--- src/rtl/ctrl_pkg.sv ---
// rtl/ctrl_pkg.sv - shared opcodes, control-word layout and microcode decode
//
// Purpose : Opcode constants, the default final micro-step index and the bit
//           positions of the internal control word used by control_sequencer.
//           ctrl_decode() maps (step, opcode, flags) to a control word.
// Ports   : none (package)
package ctrl_pkg;

  localparam int LAST_STEP_DEFAULT = 4;
  localparam int STEP_W            = 3;

  localparam logic [3:0] OP_NOP = 4'h0;
  localparam logic [3:0] OP_LDA = 4'h1;
  localparam logic [3:0] OP_ADD = 4'h2;
  localparam logic [3:0] OP_SUB = 4'h3;
  localparam logic [3:0] OP_STA = 4'h4;
  localparam logic [3:0] OP_LDI = 4'h5;
  localparam logic [3:0] OP_JMP = 4'h6;
  localparam logic [3:0] OP_JC  = 4'h7;
  localparam logic [3:0] OP_JZ  = 4'h8;
  localparam logic [3:0] OP_OUT = 4'hE;
  localparam logic [3:0] OP_HLT = 4'hF;

  // Control-word bit positions. CW_HLT is internal only: it never reaches a
  // port, but it makes the HLT execute step count as an occupied step.
  localparam int CW_PC_OUT   = 0;
  localparam int CW_RAM_OUT  = 1;
  localparam int CW_IR_OUT   = 2;
  localparam int CW_A_OUT    = 3;
  localparam int CW_ALU_OUT  = 4;
  localparam int CW_MAR_IN   = 5;
  localparam int CW_RAM_IN   = 6;
  localparam int CW_IR_IN    = 7;
  localparam int CW_A_IN     = 8;
  localparam int CW_B_IN     = 9;
  localparam int CW_OUT_IN   = 10;
  localparam int CW_PC_IN    = 11;
  localparam int CW_FLAGS_IN = 12;
  localparam int CW_PC_INC   = 13;
  localparam int CW_ALU_SUB  = 14;
  localparam int CW_HLT      = 15;
  localparam int CW_WIDTH    = 16;

  typedef logic [CW_WIDTH-1:0] ctrl_word_t;

  // step is one bit wider than the counter so the caller can ask about the
  // step after the current one without overflow.
  function automatic ctrl_word_t ctrl_decode(input logic [3:0] step,
                                             input logic [3:0] op,
                                             input logic       carry,
                                             input logic       zero);
    ctrl_word_t cw;
    cw = '0;
    case (step)
      4'd0: begin
        cw[CW_PC_OUT] = 1'b1;
        cw[CW_MAR_IN] = 1'b1;
      end
      4'd1: begin
        cw[CW_RAM_OUT] = 1'b1;
        cw[CW_IR_IN]   = 1'b1;
        cw[CW_PC_INC]  = 1'b1;
      end
      4'd2: begin
        case (op)
          OP_LDA, OP_ADD, OP_SUB, OP_STA: begin
            cw[CW_IR_OUT] = 1'b1;
            cw[CW_MAR_IN] = 1'b1;
          end
          OP_LDI: begin
            cw[CW_IR_OUT] = 1'b1;
            cw[CW_A_IN]   = 1'b1;
          end
          OP_JMP: begin
            cw[CW_IR_OUT] = 1'b1;
            cw[CW_PC_IN]  = 1'b1;
          end
          // The only place the flags are looked at.
          OP_JC: begin
            cw[CW_IR_OUT] = carry;
            cw[CW_PC_IN]  = carry;
          end
          OP_JZ: begin
            cw[CW_IR_OUT] = zero;
            cw[CW_PC_IN]  = zero;
          end
          OP_OUT: begin
            cw[CW_A_OUT]  = 1'b1;
            cw[CW_OUT_IN] = 1'b1;
          end
          OP_HLT:  cw[CW_HLT] = 1'b1;
          OP_NOP:  cw = '0;
          default: cw = '0;
        endcase
      end
      4'd3: begin
        case (op)
          OP_LDA: begin
            cw[CW_RAM_OUT] = 1'b1;
            cw[CW_A_IN]    = 1'b1;
          end
          OP_ADD, OP_SUB: begin
            cw[CW_RAM_OUT] = 1'b1;
            cw[CW_B_IN]    = 1'b1;
          end
          OP_STA: begin
            cw[CW_A_OUT]  = 1'b1;
            cw[CW_RAM_IN] = 1'b1;
          end
          default: cw = '0;
        endcase
      end
      4'd4: begin
        if (op == OP_ADD || op == OP_SUB) begin
          cw[CW_ALU_OUT]  = 1'b1;
          cw[CW_A_IN]     = 1'b1;
          cw[CW_FLAGS_IN] = 1'b1;
          cw[CW_ALU_SUB]  = (op == OP_SUB);
        end
      end
      default: cw = '0;
    endcase
    return cw;
  endfunction

endpackage

--- src/rtl/step_counter.sv ---
// rtl/step_counter.sv - micro-step counter with enable, sync clear and wrap
//
// Purpose : Counts 0..LAST, wrapping to 0 after LAST. i_clr has priority over
//           i_en and returns the count to 0 on the next clock.
// Ports   : clk     - clock, rising edge
//           rst_n   - asynchronous active-low reset
//           i_en    - advance by one per clock when high
//           i_clr   - synchronous clear to 0
//           o_count - current count
module step_counter #(
  parameter int WIDTH = 3,
  parameter int LAST  = 4
) (
  input  logic             clk,
  input  logic             rst_n,
  input  logic             i_en,
  input  logic             i_clr,
  output logic [WIDTH-1:0] o_count
);

  localparam logic [WIDTH-1:0] LAST_VAL = WIDTH'(LAST);

  logic [WIDTH-1:0] r_count;

  always_ff @(posedge clk or negedge rst_n) begin
    if (!rst_n) begin
      r_count <= '0;
    end else if (i_clr) begin
      r_count <= '0;
    end else if (i_en) begin
      // >= rather than == so an out-of-range value can never persist.
      if (r_count >= LAST_VAL) begin
        r_count <= '0;
      end else begin
        r_count <= r_count + 1'b1;
      end
    end
  end

  assign o_count = r_count;

endmodule

--- src/rtl/control_sequencer.sv ---
// rtl/control_sequencer.sv - micro-step control sequencer for an 8-bit CPU
//
// Purpose : Steps through fetch (0,1) and execute (2..4) micro-steps and
//           decodes the bus-driver / load / misc controls from step, opcode
//           and flags. Steps with no active controls are skipped by looking
//           one step ahead; HLT latches a halted state until reset.
// Ports   : clk, reset (async active-low), run (advance enable)
//           opcode[3:0], carry_flag, zero_flag        - decode inputs
//           *_data_out                                - bus drivers
//           *_data_in, flags_in                       - register loads
//           pc_inc, alu_sub, halt, step[2:0]          - misc / status
module control_sequencer
  import ctrl_pkg::*;
#(
  parameter int LAST_STEP = LAST_STEP_DEFAULT
) (
  input  logic       clk,
  input  logic       reset,
  input  logic       run,
  input  logic [3:0] opcode,
  input  logic       carry_flag,
  input  logic       zero_flag,
  output logic       pc_data_out,
  output logic       ram_data_out,
  output logic       ir_data_out,
  output logic       a_data_out,
  output logic       alu_data_out,
  output logic       mar_data_in,
  output logic       ram_data_in,
  output logic       ir_data_in,
  output logic       a_data_in,
  output logic       b_data_in,
  output logic       out_data_in,
  output logic       pc_data_in,
  output logic       flags_in,
  output logic       pc_inc,
  output logic       alu_sub,
  output logic       halt,
  output logic [2:0] step
);

  logic              r_halted;
  logic              w_active;
  logic              w_next_idle;
  logic [STEP_W-1:0] w_step;
  ctrl_word_t        w_cw;
  ctrl_word_t        w_cw_next;
  ctrl_word_t        w_cw_out;

  assign w_active = run & ~r_halted;

  assign w_cw      = ctrl_decode({1'b0, w_step}, opcode, carry_flag, zero_flag);
  // When the following step would do nothing, this step ends the instruction.
  assign w_cw_next = ctrl_decode({1'b0, w_step} + 4'd1, opcode, carry_flag, zero_flag);
  assign w_next_idle = (w_cw_next == '0);

  step_counter #(
    .WIDTH (STEP_W),
    .LAST  (LAST_STEP)
  ) u_step_counter (
    .clk     (clk),
    .rst_n   (reset),
    .i_en    (w_active),
    .i_clr   (w_active & w_next_idle),
    .o_count (w_step)
  );

  // reset is also used combinationally so outputs drop without a clock edge.
  assign w_cw_out = (reset && w_active) ? w_cw : '0;

  always_ff @(posedge clk or negedge reset) begin
    if (!reset) begin
      r_halted <= 1'b0;
    end else if (w_cw_out[CW_HLT]) begin
      r_halted <= 1'b1;
    end
  end

  assign pc_data_out  = w_cw_out[CW_PC_OUT];
  assign ram_data_out = w_cw_out[CW_RAM_OUT];
  assign ir_data_out  = w_cw_out[CW_IR_OUT];
  assign a_data_out   = w_cw_out[CW_A_OUT];
  assign alu_data_out = w_cw_out[CW_ALU_OUT];
  assign mar_data_in  = w_cw_out[CW_MAR_IN];
  assign ram_data_in  = w_cw_out[CW_RAM_IN];
  assign ir_data_in   = w_cw_out[CW_IR_IN];
  assign a_data_in    = w_cw_out[CW_A_IN];
  assign b_data_in    = w_cw_out[CW_B_IN];
  assign out_data_in  = w_cw_out[CW_OUT_IN];
  assign pc_data_in   = w_cw_out[CW_PC_IN];
  assign flags_in     = w_cw_out[CW_FLAGS_IN];
  assign pc_inc       = w_cw_out[CW_PC_INC];
  assign alu_sub      = w_cw_out[CW_ALU_SUB];
  assign halt         = r_halted;
  assign step         = w_step;

endmodule

--- config.mk ---
export PLATFORM = sky130hd
export DESIGN_NAME = control_sequencer
export DESIGN_NICKNAME = d
export VERILOG_FILES = /design/src/rtl/ctrl_pkg.sv /design/src/rtl/step_counter.sv /design/src/rtl/control_sequencer.sv
export SDC_FILE = /design/constraint.sdc
export NUM_CORES = 1
export LEC_CHECK = 0
export ABC_AREA = 1
export CORE_MARGIN = 10
export CORE_UTILIZATION = 44
export CTS_CLUSTER_DIAMETER = 150
export DETAILED_ROUTE_END_ITERATION = 7
export PLACE_DENSITY = 0.84
export SLEW_MARGIN = 15
export SYNTH_ARGS = -nofsm -noshare
export SYNTH_HDL_FRONTEND = slang
export SYNTH_SLANG_ARGS = --single-unit
--- constraint.sdc ---
create_clock -name clk -period 3.8 [get_ports clk]
set_input_delay 0.76 -clock clk [delete_from_list [all_inputs] [get_ports clk]]
set_output_delay 0.76 -clock clk [all_outputs]
set_load 0.05 [all_outputs]
After elaboration in Yosys (flattened, before gate mapping)
Cells that the tools add are included.
{ "word_totals": {"ff_bits": 4, "out_inout_bits": 19} }
{ "classes": {"eq_ne": 18, "bitwise_logic": 3, "n_reduce_logical": 10, "muxes": 38, "order_cmp": 1, "n_addsub": 2} }
{ "op_table": {"columns": ["cell", "n"], "rows": [
  ["2-to-1 mux 1 bit", 22],
  ["equality test 4 x 3 -> 1 bit (second input constant)", 5],
  ["equality test 4 x 2 -> 1 bit (second input constant)", 4],
  ["zero test 16 bit", 1],
  ["2-to-1 mux 16 bit", 1],
  ["equality test 4 bit (second input constant)", 3],
  ["case mux 1 bit (3 select lines)", 4],
  ["case mux 3 bit (2 select lines)", 2],
  ["2-to-1 mux 3 bit", 3],
  ["equality test 4 x 1 -> 1 bit (second input constant)", 2],
  ["case mux 1 bit (2 select lines)", 4],
  ["case mux 2 bit (2 select lines)", 2],
  ["equality test 3 x 2 -> 1 bit (second input constant)", 2],
  ["OR reduction 6 bit", 1],
  ["adder 3 x 1 -> 4 bit (second input constant)", 1],
  ["zero test 4 bit", 1],
  ["OR reduction 4 bit", 1],
  ["adder 3 x 1 -> 3 bit (second input constant)", 1],
  ["equality test 3 x 1 -> 1 bit (second input constant)", 1],
  ["equality test 3 bit (second input constant)", 1],
  ["greater-or-equal comparator 3 bit (second input constant)", 1],
  ["zero test 3 bit", 1],
  ["OR reduction 3 bit", 1],
  ["AND 1 bit", 2],
  ["other kinds (5)", 5]
]} }

Longest topological paths before layout
{ "logic_depth": {"word_depth": 7, "ltp_mapped": 11, "ltp_nobuf": 10} }

Modules after synthesis
Synthesis repeated with hierarchy kept, for this count alone.
{ "unflattened": {"hier_cells": 108, "area_unflattened_um2": 593.1} }
{ "modules_own_cells": {"columns": ["module", "area_per_inst_um2", "n_inst", "cells_each"], "rows": [
  ["control_sequencer", 440.4, 1, 90],
  ["step_counter", 152.6, 1, 18]
]} }

Worst setup path after synthesis
Ideal clock, no wire load.
{ "synth_path": {"kind": "reg2out", "start": "register u_step_counter.r_count[0], in the netlist u_step_counter.o_count[0]", "end": "output pc_inc", "arrival_ns": 2.501, "slack_ns": 0.539, "required_ns": 3.040, "stages_incl_launch_ff": 5, "path_cell_list": "dfrtp_1 -> ha_1 -> inv_1 -> nor3_1 -> buf_4"} }
{ "synth_between": {"elab_chain_cells": 3} }
{ "synth_lines": {"columns": ["element", "line_no", "source"], "rows": [
  ["start, declared", "step_counter.sv:23", "logic [WIDTH-1:0] r_count;"],
  ["start signal, assigned", "step_counter.sv:35", "r_count <= r_count + 1'b1;"],
  ["equality test 3 x 1 -> 1 bit", "ctrl_pkg.sv:54", "case (step)"],
  ["2-to-1 mux 1 bit", null, null],
  ["2-to-1 mux 16 bit", "control_sequencer.sv:69", "assign w_cw_out = (reset && w_active) ? w_cw : '0;"],
  ["end, declared", "control_sequencer.sv:36", "output logic pc_inc,"]
]} }
No other way between the ends.

Worst setup path after layout
{ "layout_path": {"start": "input opcode[1]", "end": "output pc_data_in"} }
{ "layout_between": {"elab_chain_cells": 4, "elab_cells_between_ends": 6} }
{ "layout_lines": {"columns": ["element", "line_no", "source"], "rows": [
  ["start, declared", "control_sequencer.sv:20", "input logic [3:0] opcode,"],
  ["equality test 4 bit / equality test 4 x 3 -> 1 bit (equally long branches)", "ctrl_pkg.sv:65", "case (op)"],
  ["case mux 1 bit (3 select lines) (*)", "ctrl_pkg.sv:65", null],
  ["case mux 3 bit (2 select lines) (*)", "ctrl_pkg.sv:54", null],
  ["2-to-1 mux 16 bit (*)", "control_sequencer.sv:69", null],
  ["end, declared", "control_sequencer.sv:34", "output logic pc_data_in,"]
]} }
Mark *: on every way between the ends. The rest lies on a longest branch, timed or not.

==> key figures <==
Clock tree
  • CTS Buf Count: 3
  • # hold bufs at CTS: 0
  • Clock latency on the worst-skew pair: 0.23 ns
  • Clock root buffer master: clkbuf_4
  • H-tree depth: 1
  • CTS clock-pin slew for the worst setup and hold paths: 0.03 ns
  • Clock Sinks: 4
  • Setup bufs post-CTS: 0
  • Clk buf depth: 2
  • Post-cts sizing count: 0
  • CTS tree: done

Route
  • Routed vias/inst: 4.87
  • Via Count: 721
  • WL per Instance: 11.6 µm
  • DRT antenna net count: 0
  • Iteration-0 DRC count of the detailed router: 28
  • Routed WL: 1720 µm
  • DRC viols: 0
  • Pre-antenna DRT Iters: 5

Finish
  • Nets: 150
  • Antenna cells: 0
  • Layout cells sized above 1: 22.6%
  • Most common cell after layout, fill and taps aside: nand2_1
  • Area Overhead vs Synth: 41.5%
  • Commonest cells after routing, fill and taps aside: 25 x nand2_1, 18 x clkdlybuf4s50_1, 15 x inv_1, 13 x nor2_1, 9 x buf_4
  • Final Non-Filler Cells: 148

Synth
  • Area share of the largest cell type after synthesis: between 15 and 20%
  • Syn Nets: 121
  • Synth Warn #: 0
  • Synth area leaders: dfrtp_1 16%, nand2_1 15%, ha_1 12%
  • Synth area leader: dfrtp_1
  • Synth unique cells: 22
  • Mapped cell area: 633 µm²
  • Cell count after synthesis: 106
  • Syn_area_per_cell: 5.97 µm²
  • Seq/Total Area, Yosys: between 15 and 20%
  • Yosys reg bits: 4

Power and ir drop
  • Pwr dens: 134 nW/µm²
  • Maximum VDD drop: 0.107 mV
  • Leak pwr: 0.443 nW

Die
  • Die X: 57.9 µm
  • I/O pin count: 28
  • Placeable Area: 1330 µm²
  • Site Rows: 13
  • Initial core utilization: 47.5%
  • Die height: 57.9 µm
  • Die area: 3360 µm²

GRT
  • Antenna violations before repair: 0
  • GRT Total Usage: 10.1%
  • Congestion Overflow GR: 0
  • Pin count of the biggest net entering global routing: 9
  • Global-route wire length before repair: 2900 µm
  • Vias in the first global route: 685

STA
  • Unrepaired setup endpoints after global routing: no
  • Hold Vio Cnt, Final: 0
  • Max-slew headroom: between 60% and 70%
  • Setup TNS: 0 ns
  • Final setup viols: 0
  • Fin crit period: about 3.5 ns
  • Max Slew Vio Count: 0
  • Max Clk Rate: between 200 and 300 MHz
  • Skew final: 0.0000466 ns
  • Worst slew pin tran: 0.516 ns
  • Tcrit/Tclk final: between 90% and 100%

Placement
  • DP Cell Count: 145
  • IO buf count: 27
  • DP Wirelength: 1480 µm
  • GPL Wtd Cong: 0.873

Worst setup path
  • Critical path arrival: 2.70 ns
  • Critical path type: primary input to primary output
  • CP max stage delay: ~0.79 ns
  • Crit path max-delay family: buffers and inverters
  • Number of buffers and inverters on the critical path: 4
  • Crit start category: primary input
  • CP required: 3.04 ns
  • Critical path's slowest cell: clkdlybuf4s50_1
  • Crit. End Element: primary output
  • Worst-path cell chain: clkdlybuf4s50_1 > nand2_2 > inv_1 > nand3_1 > nand2_1 > o21ai_0 > inv_1 > clkdlybuf4s50_1
  • Crit path max fanout: 8

Min path
  • Hold Path Class: flip-flop to flip-flop

Flow run
  • Max cap viols: 0

Run status
  • Outcome: completed
## final timing paths
| path | startpoint | end | slack, ns | cells past startpoint |
|---|---|---|---|---|
| setup / recovery | opcode[1] | pc_data_in | 0.34 | 8 |
| hold / removal | halt$_DFFE_PN0P_ | halt$_DFFE_PN0P_ | 0.50 | 2 |
| max in group asynchronous | reset | halt$_DFFE_PN0P_ | 2.83 | 1 |
| setup reg to reg | u_step_counter.o_count[0]$_DFFE_PN0P_ | u_step_counter.o_count[1]$_DFFE_PN0P_ | 2.28 | 8 |
| min in group asynchronous | reset | u_step_counter.o_count[1]$_DFFE_PN0P_ | 0.77 | 1 |
| hold reg to reg | halt$_DFFE_PN0P_ | halt$_DFFE_PN0P_ | 0.50 | 2 |
## synth_stat cells (all sizes together)
library cell and count:
a211oi 1, a21oi 3, a31oi 1, buf 3
dfrtp 4, ha 6, inv 19, nand2 32
nand3 9, nor2 18, nor3 5, o21ai 3
o22ai 1, o31ai 1
## flip-flops by register name, summed over array words and instances (netlist names)
name	count
halt	1
u_step_counter.o_count	3
## worst register-to-register path: stages, from the launching register on
cell and delay, ns:
dfrtp_1 0.46, ha_1 0.24, ha_1 0.29, nand2_1 0.09, nor2_1 0.04, nand2_1 0.08, nand3_2 0.09, nand2_1 0.08
nand2_1 0.05
## layer usage
metal / up-vias / part of all wire, % / global-route usage (%)
met5: - / 0 / 0
met4: 0 / 0 / 4.03
met3: 0 / 5.6 / 2.40
met2: 15 / 52 / 17.5
met1: 318 / 42 / 11.6
li1: 388 / - / -
## where the power goes
group	switching (mW)	total [mW]	internal [mW]
sequential	0	0.0429	0.0429
combinational	0.0147	0.0266	0.0119
clock	0.0151	0.0503	0.0352
## layout make-up
class                           instances  area [µm²]
Fill cell                             131         438
Multi-Input combinational cell         80         435
Timing Repair Buffer                   27         248
Sequential cell                         4         100
Inverter                               19        71.3
Clock buffer                            3        22.5
Tap cell                               15        18.8
## metrics by stage
step / cell area, µm² / utilization (%) / setup slack, ns / power [mW] / hold WS, ns
finish: 896 / 67.2 / 0.344 / 0.120 / 0.502
global route: 896 / 67.2 / 0.231 / 0.127 / 0.545
CTS: 896 / 67.2 / 0.340 / 0.124 / 0.516
detailed placement: 873 / 65.5 / 0.349 / 0.0699 / 0.498
global placement: 873 / 65.5 / 0.398 / 0.0692 / 0.508
floorplan: 633 / - / 0.539 / 0.0575 / 0.464
## cell families (layout without fill, tap and decap cells)
kind of cell | after synthesis | in the layout | share of synthesized area (%)
AOI/OAI and AO/OA | 10 | 10 | 9.09
adders and majority gates | 6 | 6 | 11.9
buffers and inverters | 22 | 49 | 15.4
DFF | 4 | 4 | 15.8
and+or+nand+nor | 64 | 64 | 47.8
Power figures use the tool's default switching activity.
